[src/rtl/oscilo_pkg.sv]
// oscilo_pkg: shared reader state encoding and stream header constants
package oscilo_pkg;
  typedef enum logic [2:0] {
    ST_IDLE,
    ST_WAIT_CAP,
    ST_HEADER,
    ST_STREAM,
    ST_RELEASE
  } state_e;
  localparam logic [7:0] HDR_SYNC = 8'hA5;
  localparam int HDR_LEN = 4;
endpackage

[src/rtl/skid_buf.sv]
// skid_buf: 2-entry output FIFO whose head register drives the stream directly
module skid_buf #(
  parameter int W = 9
) (
  input  logic         clk,
  input  logic         rst_n,
  input  logic         in_valid,
  input  logic [W-1:0] in_data,
  input  logic         out_ready,
  output logic         out_valid,
  output logic [W-1:0] out_data,
  output logic [1:0]   count
);
  logic [W-1:0] e0_q, e0_d, e1_q, e1_d;
  logic [1:0] cnt_q, cnt_d, slot;
  logic pop;
  always_comb begin
    pop = (cnt_q != 2'd0) && out_ready;
    slot = cnt_q - {1'b0, pop};
    cnt_d = cnt_q + {1'b0, in_valid} - {1'b0, pop};
    e0_d = (in_valid && slot == 2'd0) ? in_data : pop ? e1_q : e0_q;
    e1_d = (in_valid && slot == 2'd1) ? in_data : e1_q;
  end
  always_ff @(posedge clk or negedge rst_n) begin
    if (!rst_n) begin
      e0_q <= '0;
      e1_q <= '0;
      cnt_q <= '0;
    end else begin
      e0_q <= e0_d;
      e1_q <= e1_d;
      cnt_q <= cnt_d;
    end
  end
  assign out_valid = cnt_q != 2'd0;
  assign out_data = e0_q;
  assign count = cnt_q;
endmodule

[src/rtl/capture_reader.sv]
// capture_reader: streams a header plus a full capture buffer, oldest sample first
module capture_reader
  import oscilo_pkg::*;
#(
  parameter int SAMPLE_DEPTH = 1024,
  parameter logic [7:0] module_id = 8'h11
) (
  input  logic                            clk,
  input  logic                            rst_n,
  input  logic                            start,
  input  logic                            cap_done,
  input  logic [$clog2(SAMPLE_DEPTH)-1:0] cap_wr_ptr,
  input  logic [$clog2(SAMPLE_DEPTH)-1:0] cap_trig_addr,
  output logic                            rd_release,
  output logic [$clog2(SAMPLE_DEPTH)-1:0] m_addr,
  output logic                            m_re,
  input  logic [7:0]                      m_rdata,
  output logic [7:0]                      tx_data,
  output logic                            tx_valid,
  input  logic                            tx_ready,
  output logic                            tx_last,
  output logic                            busy
);
  localparam int AW = $clog2(SAMPLE_DEPTH);
  localparam logic [AW:0] DEPTH_C = (AW+1)'(SAMPLE_DEPTH);
  state_e state_q, state_d;
  logic [AW-1:0] addr_q, addr_d, trig_q, trig_d;
  logic [AW:0] rd_cnt_q, rd_cnt_d;
  logic [1:0] hdr_q, hdr_d, fifo_cnt, occ;
  logic pend_q, pend_d, pend_last_q, pend_last_d;
  logic pop, space, hdr_push, push;
  logic [15:0] trig16;
  logic [7:0] hdr_byte;
  logic [8:0] push_data, head;
  always_comb begin
    pop = tx_valid && tx_ready;
    // occupancy includes the read whose data lands next cycle
    occ = fifo_cnt + {1'b0, pend_q};
    space = (occ < 2'd2) || (pop && occ == 2'd2);
    trig16 = 16'(trig_q);
    hdr_byte = hdr_q == 2'd0 ? HDR_SYNC : hdr_q == 2'd1 ? module_id :
               hdr_q == 2'd2 ? trig16[15:8] : trig16[7:0];
    m_re = state_q == ST_STREAM && rd_cnt_q < DEPTH_C && space;
    hdr_push = state_q == ST_HEADER && space;
    push = hdr_push || pend_q;
    push_data = pend_q ? {pend_last_q, m_rdata} : {1'b0, hdr_byte};
    pend_d = m_re;
    pend_last_d = m_re && rd_cnt_q == DEPTH_C - 1'b1;
    addr_d = m_re ? addr_q + 1'b1 : addr_q;
    rd_cnt_d = m_re ? rd_cnt_q + 1'b1 : rd_cnt_q;
    trig_d = trig_q;
    hdr_d = hdr_q;
    state_d = state_q;
    case (state_q)
      ST_IDLE: state_d = start ? ST_WAIT_CAP : ST_IDLE;
      ST_WAIT_CAP: if (cap_done) begin
        addr_d = cap_wr_ptr;
        trig_d = cap_trig_addr - cap_wr_ptr;
        hdr_d = '0;
        rd_cnt_d = '0;
        state_d = ST_HEADER;
      end
      ST_HEADER: if (hdr_push) begin
        hdr_d = hdr_q + 1'b1;
        state_d = hdr_q == 2'(HDR_LEN - 1) ? ST_STREAM : ST_HEADER;
      end
      ST_STREAM: state_d = (pop && tx_last) ? ST_RELEASE : ST_STREAM;
      ST_RELEASE: state_d = ST_IDLE;
      default: state_d = ST_IDLE;
    endcase
  end
  always_ff @(posedge clk or negedge rst_n) begin
    if (!rst_n) begin
      state_q <= ST_IDLE;
      addr_q <= '0;
      trig_q <= '0;
      rd_cnt_q <= '0;
      hdr_q <= '0;
      pend_q <= 1'b0;
      pend_last_q <= 1'b0;
    end else begin
      state_q <= state_d;
      addr_q <= addr_d;
      trig_q <= trig_d;
      rd_cnt_q <= rd_cnt_d;
      hdr_q <= hdr_d;
      pend_q <= pend_d;
      pend_last_q <= pend_last_d;
    end
  end
  skid_buf #(.W(9)) u_skid (
    .clk(clk),
    .rst_n(rst_n),
    .in_valid(push),
    .in_data(push_data),
    .out_ready(tx_ready),
    .out_valid(tx_valid),
    .out_data(head),
    .count(fifo_cnt)
  );
  assign tx_data = head[7:0];
  assign tx_last = tx_valid && head[8];
  assign m_addr = addr_q;
  assign rd_release = state_q == ST_RELEASE;
  assign busy = state_q != ST_IDLE;
endmodule
[config.mk]
export PLATFORM = sky130hd
export DESIGN_NAME = capture_reader
export DESIGN_NICKNAME = d
export VERILOG_FILES = /design/src/rtl/oscilo_pkg.sv /design/src/rtl/skid_buf.sv /design/src/rtl/capture_reader.sv
export SDC_FILE = /design/constraint.sdc
export NUM_CORES = 1
export LEC_CHECK = 0
export ABC_AREA = 1
export BUFFER_PORTS_ARGS = -buffer_cell sky130_fd_sc_hd__buf_2
export CORE_MARGIN = 2
export CORE_UTILIZATION = 58
export CTS_BUF_LIST = sky130_fd_sc_hd__clkbuf_4 sky130_fd_sc_hd__clkbuf_8 sky130_fd_sc_hd__clkbuf_16
export CTS_CLUSTER_SIZE = 8
export DETAILED_ROUTE_END_ITERATION = 10
export PLACE_DENSITY_LB_ADDON = 0.25
export SETUP_SLACK_MARGIN = 0.1
export SYNTH_ARGS = -nofsm -noshare
export SYNTH_HDL_FRONTEND = slang
export SYNTH_SLANG_ARGS = --single-unit
[constraint.sdc]
create_clock -name clk -period 2.7 [get_ports clk]
set_input_delay 0.54 -clock clk [delete_from_list [all_inputs] [get_ports clk]]
set_output_delay 0.54 -clock clk [all_outputs]
set_load 0.005 [all_outputs]
* After elaboration in Yosys (flattened, before gate mapping) *
Index checks and enable logic that the tools add are counted.

operators by class
  shift-type cells = 0
  reduce and logical (&&, ||, !) cells = 22
  muxes and demuxes = 21
  magnitude comparators = 2
  bitwise logic cells = 0
  equal/unequal tests = 12
  div/mod/pow operators = 0
  add/subtract/negate cells = 8
  multipliers = 0

operator list
  kind                                              number
  2-to-1 mux 11 bit                                 3
  2-to-1 mux 10 bit                                 3
  2-to-1 mux 9 bit                                  3
  2-to-1 mux 8 bit                                  3
  case mux 3 bit (4 select lines)                   1
  adder 11 x 1 -> 11 bit (second input constant)    1
  == test 11 x 10 -> 1 bit (second input constant)  1
  < comparator 11 bit (second input constant)       1
  adder 10 x 1 -> 10 bit (second input constant)    1
  logical AND 1 bit                                 10
  subtractor 10 bit                                 1
  2-to-1 mux 3 bit                                  3
  == test 2 bit (second input constant)             3
  == test 3 x 2 -> 1 bit (second input constant)    2
  nonzero test 2 bit                                3
  adder 2 x 1 -> 2 bit                              2
  == test 2 x 1 -> 1 bit (second input constant)    2
  logical NOT 2 bit                                 2
  2-to-1 mux 2 bit                                  2
  != test 2 bit (second input constant)             2
  case mux 2 bit (2 select lines)                   1
  AND reduction 2 bit                               2
  subtractor 2 x 1 -> 2 bit                         2
  == test 3 x 1 -> 1 bit (second input constant)    1
  other kinds (8)                                   10

word-level totals
  bits in latches = 0
  output and inout bits = 23
  input port bits = 33
  bits in read-only memories = 0
  memories = 0
  logic and storage cells = 75
  memory bits (writable) = 0
  bits in registers = 58

* Depth between registers and ports, before layout *
  depth in word-level cells = 8
  gate-level depth with buffers = 14
  mapped depth without buffers = 12

* Hierarchy *
A second synthesis with hierarchy kept.

unflattened totals
  cells, all modules = 530
  area, all modules = 3,811.2 µm²

modules (own cells, without submodules)
  module          times used  seq. area each (µm²)  area an instance (µm²)  cells each
  capture_reader  1           950.9                 2,747.6                 403
  skid_buf        1           500.5                 1,063.5                 127

* Worst setup path after synthesis *
No wires, ideal clock.

  kind = register to register
  start point = register u_skid.cnt_q[0], in the netlist u_skid.count[0]
  end point = register u_skid.e0_q[6], in the netlist u_skid.out_data[6]
  data arrival time = 2.072 ns
  setup slack = 0.504 ns
  period minus slack after synthesis = 2.196 ns
  stages on the path, launching flop included = 14
  required time = 2.576 ns
  path through = dfrtp_1 inv_1 nand2_4 nand2_1 buf_2 buf_2 inv_1 ha_1 xor2_1 nor2_4 nand2_8 buf_6 nand3_1 nand3_1

on the way
  word-level cells in the longest chain between the ends = 8

ends and longest elaborated chain
  item                                                               line                  source
  start, declared                                                    skid_buf.sv:15        logic [1:0] cnt_q, cnt_d, slot;
  start signal, assigned                                             skid_buf.sv:32        cnt_q <= cnt_d;
  nonzero test 2 bit (*)                                             skid_buf.sv:35        assign out_valid = cnt_q != 2'd0;
  net tx_valid                                                       capture_reader.sv:19  output logic tx_valid,
  logical AND 1 bit (*)                                              capture_reader.sv:36  pop = tx_valid && tx_ready;
  branches (longest 6 deep; another with subtractor 2 x 1 -> 2 bit)  n/a
  end signal, assigned                                               skid_buf.sv:26        e0_q <= '0;
  end signal, assigned                                               skid_buf.sv:30        e0_q <= e0_d;
  end, declared                                                      skid_buf.sv:14        logic [W-1:0] e0_q, e0_d, e1_q, e1_d;

Mark *: on every way through the listed nets, which the timed path passes.
A chain may end at the register's enable or synchronous reset.

* Final worst setup path *
  start point = register pend_q
  end point = output m_re

on the way
  word-level cells in the longest chain between the ends = 5

ends and longest elaborated chain
  item                      line                  source
  start, declared           capture_reader.sv:30  logic pend_q, pend_d, pend_last_q, pend_last_d;
  start signal, assigned    capture_reader.sv:87  pend_q <= pend_d;
  adder 2 x 1 -> 2 bit (*)  capture_reader.sv:38  occ = fifo_cnt + {1'b0, pend_q};
  == test 2 bit             capture_reader.sv:39  space = (occ < 2'd2) || (pop && occ == 2'd2);
  logical AND 1 bit         capture_reader.sv:39
  logical OR 1 bit (*)      capture_reader.sv:39
  logical AND 1 bit (*)     capture_reader.sv:43  m_re = state_q == ST_STREAM && rd_cnt_q < DEPTH_C && space;
  end, declared             capture_reader.sv:16  output logic m_re,

Every way passes the cells marked *; elsewhere a longest branch is shown, timed or not.

==> metrics.log <==
[metrics] met3 GRT Util: 3.405%
[metrics] internal power consumption: about 2500 µW
[metrics] gr busiest metal: met2
[metrics] worst-case clock buffer depth: 2
[metrics] Core Footprint: approximately 6300 µm²
[metrics] power spent charging and discharging nets: 1951 µW
[metrics] total via count after detailed routing: between 3,000 and 4,000
[metrics] Critical Path End Type: output pin
[metrics] TritonCTS clock tree: built
[metrics] first-pass GRT wire length: 14.72 mm
[metrics] post-synthesis cell type with the largest combined area: sky130_fd_sc_hd__dfrtp_1
[metrics] die footprint: 7256 µm²
[metrics] cell types with the highest counts after synthesis: 134 x sky130_fd_sc_hd__nand2_1, 68 x sky130_fd_sc_hd__inv_1, 58 x sky130_fd_sc_hd__dfrtp_1, 58 x sky130_fd_sc_hd__nor2_1, 54 x sky130_fd_sc_hd__nand3_1
[metrics] cell depth of the worst flop-to-flop path: 10
[metrics] average cell area after synthesis: around 7.3 µm²
[metrics] worst-case headroom to the max-slew limit: 62.79%
[metrics] Placement Rows: 29
[metrics] power density over cell area: between 1000 and 1500 nW/µm²
[metrics] Port Buffers: 55
[metrics] Total Wirelength: 8.284 mm
[metrics] weighted congestion at the end of routability-driven global placement: around 0.9
[metrics] number of levels in the clock H-tree: 3
[metrics] sequential share of the synthesized area: 37.97%
[metrics] RSZ-0062 raised after global routing: no
[metrics] diode insertion count for antenna repair: 0
[metrics] total of warnings raised by yosys: 0
[metrics] setup total negative slack: 0 ps
[metrics] sink count of the clock tree: 58
[metrics] critical path fanouts, max: 9
[metrics] worst setup path class: reg -> out
[metrics] reg-to-reg startpoint: u_skid.count[0]$_DFF_PN0_
[metrics] final standard cell utilization of the core: between 60% and 70%
[metrics] effective utilization at floorplan: 60.20%
[metrics] R2R setup slack: 780 ps
[metrics] CTS resizes: 0
[metrics] count of pins on the block boundary: 56
[metrics] half-perimeter wire length of the detailed placement result: 6.102 mm
[metrics] number of cells produced by synthesis: 525
[metrics] Comb pwr share: 46.0%
[metrics] Syn Std Cell Area: 3822 µm²
[metrics] clock transition at the registers of the reported paths: 70 ps
[metrics] Hold Vio Cnt, Final: 0
[metrics] layout cell share with drive strength beyond 1: 17.24%
[metrics] per-cell routed wire length: 12.61 µm
[metrics] remaining antenna violation count: 0
[metrics] vertical die dimension: about 85 µm
[metrics] register bit total from synthesis: 58
[metrics] leakage: about 0.0023 µW
[metrics] post-synth net total: 577
[metrics] Setup crit end: m_re
[metrics] final worst path period need: ~2200 ps
[metrics] Num CTS Buffers: 9
[metrics] count of pins over their slew limit: 0
[metrics] Top FF cell, synth: sky130_fd_sc_hd__dfrtp_1
[metrics] number of failing setup endpoints in the final timing report: 0
[metrics] launching instance or port of the critical path: pend_q$_DFF_PN0_
[metrics] number of post-CTS setup repair buffers: 0
[metrics] leading cell type by number of instances after synthesis: sky130_fd_sc_hd__nand2_1
[metrics] Switching Share: 43.87%
[metrics] worst supply voltage drop on vdd: 753.3 µV
[metrics] Setup Skew: around 7.9 ps
[metrics] GR met2 Demand/Resource: about 41%
[metrics] critical path required time: 2160 ps
[metrics] worst-skew pair later-pin latency: 340 ps
[metrics] share of the clock period used by the worst path: 82.87%
[metrics] class of the tightest hold or removal check: in -> async
[metrics] Worst R2R End: u_skid.e1_q[7]$_DFFE_PN0P_
[metrics] result of the run: complete, no violations
[metrics] share of flip-flops with an asynchronous set or reset: 100.0%
[metrics] startpoint types: flip-flop
[metrics] antenna violations before repair: 0
[metrics] root buffer cell: sky130_fd_sc_hd__clkbuf_8
[metrics] vias in the first global route: 3,308
[metrics] First DRT Iteration DRCs: 217
[metrics] global-route usage over all layers: approximately a quarter
[metrics] count of flip-flops with a built-in enable after synthesis: 0
[metrics] GRT met1 Usage: about a third
[metrics] distinct cell type count of the synthesized netlist: 36
[metrics] max-cap viol count: 0
[metrics] fraction of post-synthesis cell area in the top cell type by area: 37.97%
[metrics] portion of total power attributed to sequential cells: 35.6%
[metrics] global-route congestion overflow total: 0
[metrics] number of search-and-repair iterations in the first detailed-routing pass: 4
[metrics] clock power share: 18.3%
[metrics] number of hold-repair buffers added at the cts stage: 0
[metrics] die extent in x: 85.18 µm
[metrics] timing-limited maximum frequency: ~450 MHz
[metrics] nets@finish: 627
[metrics] signal arrival time at the worst endpoint: 1700 ps
[metrics] DRC violations left: 0
[metrics] ratio of routed vias to standard cells: slightly above 5
[metrics] pin count of the biggest net entering global routing: 34
[metrics] ranking of synthesized cells by area: sky130_fd_sc_hd__dfrtp_1 38%, sky130_fd_sc_hd__nand2_1 13%, sky130_fd_sc_hd__nand3_1 7.1%
[metrics] Least-Margin Pin Slew: 558.1 ps
[metrics] growth of design area from synthesis to finish: 12.14%
power groups by stage:
stage / sequential, µW / clock [µW] / combinational, µW
after floorplan: 1510 / 0 / 1690
after global placement: 1580 / 0 / 1990
after detailed placement: 1590 / 0 / 2050
after CTS: 1580 / 830 / 2070
after global routing: 1640 / 860 / 2380
final: 1590 / 816 / 2050
area by class of cell:
type | count | area (µm²)
Multi-Input combinational cell | 370 | 1938
Inverter | 75 | 281.5
Sequential cell | 58 | 1451
Timing Repair Buffer | 61 | 320.3
Fill cell | 563 | 2063
Clock buffer | 11 | 145.1
Clock inverter | 5 | 53.80
Tap cell | 77 | 96.34
registers in the layout (all words and copies together) (netlist names), 2 cells and up:
signal / count
rd_cnt_q: 11
m_addr: 10
trig_q: 10
u_skid.e1_q: 9
u_skid.out_data: 9
state_q: 3
hdr_q: 2
u_skid.count: 2
kinds of logic (layout without fill, tap and decap cells):
| kind of cell | count (synthesis) | after routing | share of synthesized area [%] |
|---|---|---|---|
| and+or+nand+nor | 277 | 277 | 32.77 |
| buffers and inverters | 97 | 152 | 11.33 |
| adders and majority gates | 19 | 19 | 6.416 |
| xor gates and xnor gates | 13 | 13 | 2.979 |
| DFF | 58 | 58 | 37.97 |
| AOI/OAI and AO/OA | 61 | 61 | 8.544 |
worst min-delay path by stage:
stage,cells after the start,startpoint,to
finish,1,rst_n,state_q[0]$_DFFE_PN0P_
global route,1,rst_n,u_skid.out_data[8]$_DFFE_PN0P_
CTS,1,rst_n,state_q[0]$_DFFE_PN0P_
detailed placement,2,u_skid.e1_q[8]$_DFFE_PN0P_,u_skid.e1_q[8]$_DFFE_PN0P_
global placement,2,u_skid.e1_q[8]$_DFFE_PN0P_,u_skid.e1_q[8]$_DFFE_PN0P_
floorplan,0,rst_n,hdr_q[0]$_DFFE_PN0P_
metal layers:
layer,up-vias,part of all wire [%]
li1,1753,-
met1,1570,46
met2,80,48
met3,11,4.5
met4,0,1.4
met5,-,0
placed cells by master (no fill, tap or decap), drive strengths merged, types with 2 or more instances in the layout:
master  netlist  layout
nand2       141     141
inv          74      74
buf          19      61
nand3        61      61
nor2         59      59
dfrtp        58      58
a21oi        30      30
o21ai        22      22
ha           18      18
clkbuf        3      11
xor2          8       8
nor3          6       6
nand4         6       6
xnor2         5       5
clkinv        1       5
o21bai        3       3
a31oi         2       2
or2           2       2
worst max-delay path, cell delays in order, from the launching register on:
cell	delay [ps]
sky130_fd_sc_hd__dfrtp_1	500
sky130_fd_sc_hd__ha_1	290
sky130_fd_sc_hd__inv_1	90
sky130_fd_sc_hd__nand3_4	90
sky130_fd_sc_hd__nand2_4	80
sky130_fd_sc_hd__nand2_1	80
sky130_fd_sc_hd__inv_2	110
sky130_fd_sc_hd__buf_2	120
stage by stage:
step | hold WS, ps | total power [µW] | instances | worst slack (ps) | instance area [µm²]
floorplan | 244.4 | 3203 | 525 | 503.7 | 3822
global placement | 463.2 | 3570 | 641 | 740.0 | 4088
detailed placement | 466.5 | 3634 | 641 | 716.0 | 4088
CTS | 201.2 | 4474 | 657 | 441.4 | 4287
global route | 219.7 | 4879 | 657 | 358.7 | 4287
finish | 182.3 | 4448 | 657 | 462.5 | 4287
Note: power is estimated with default switching activity, not from simulation.
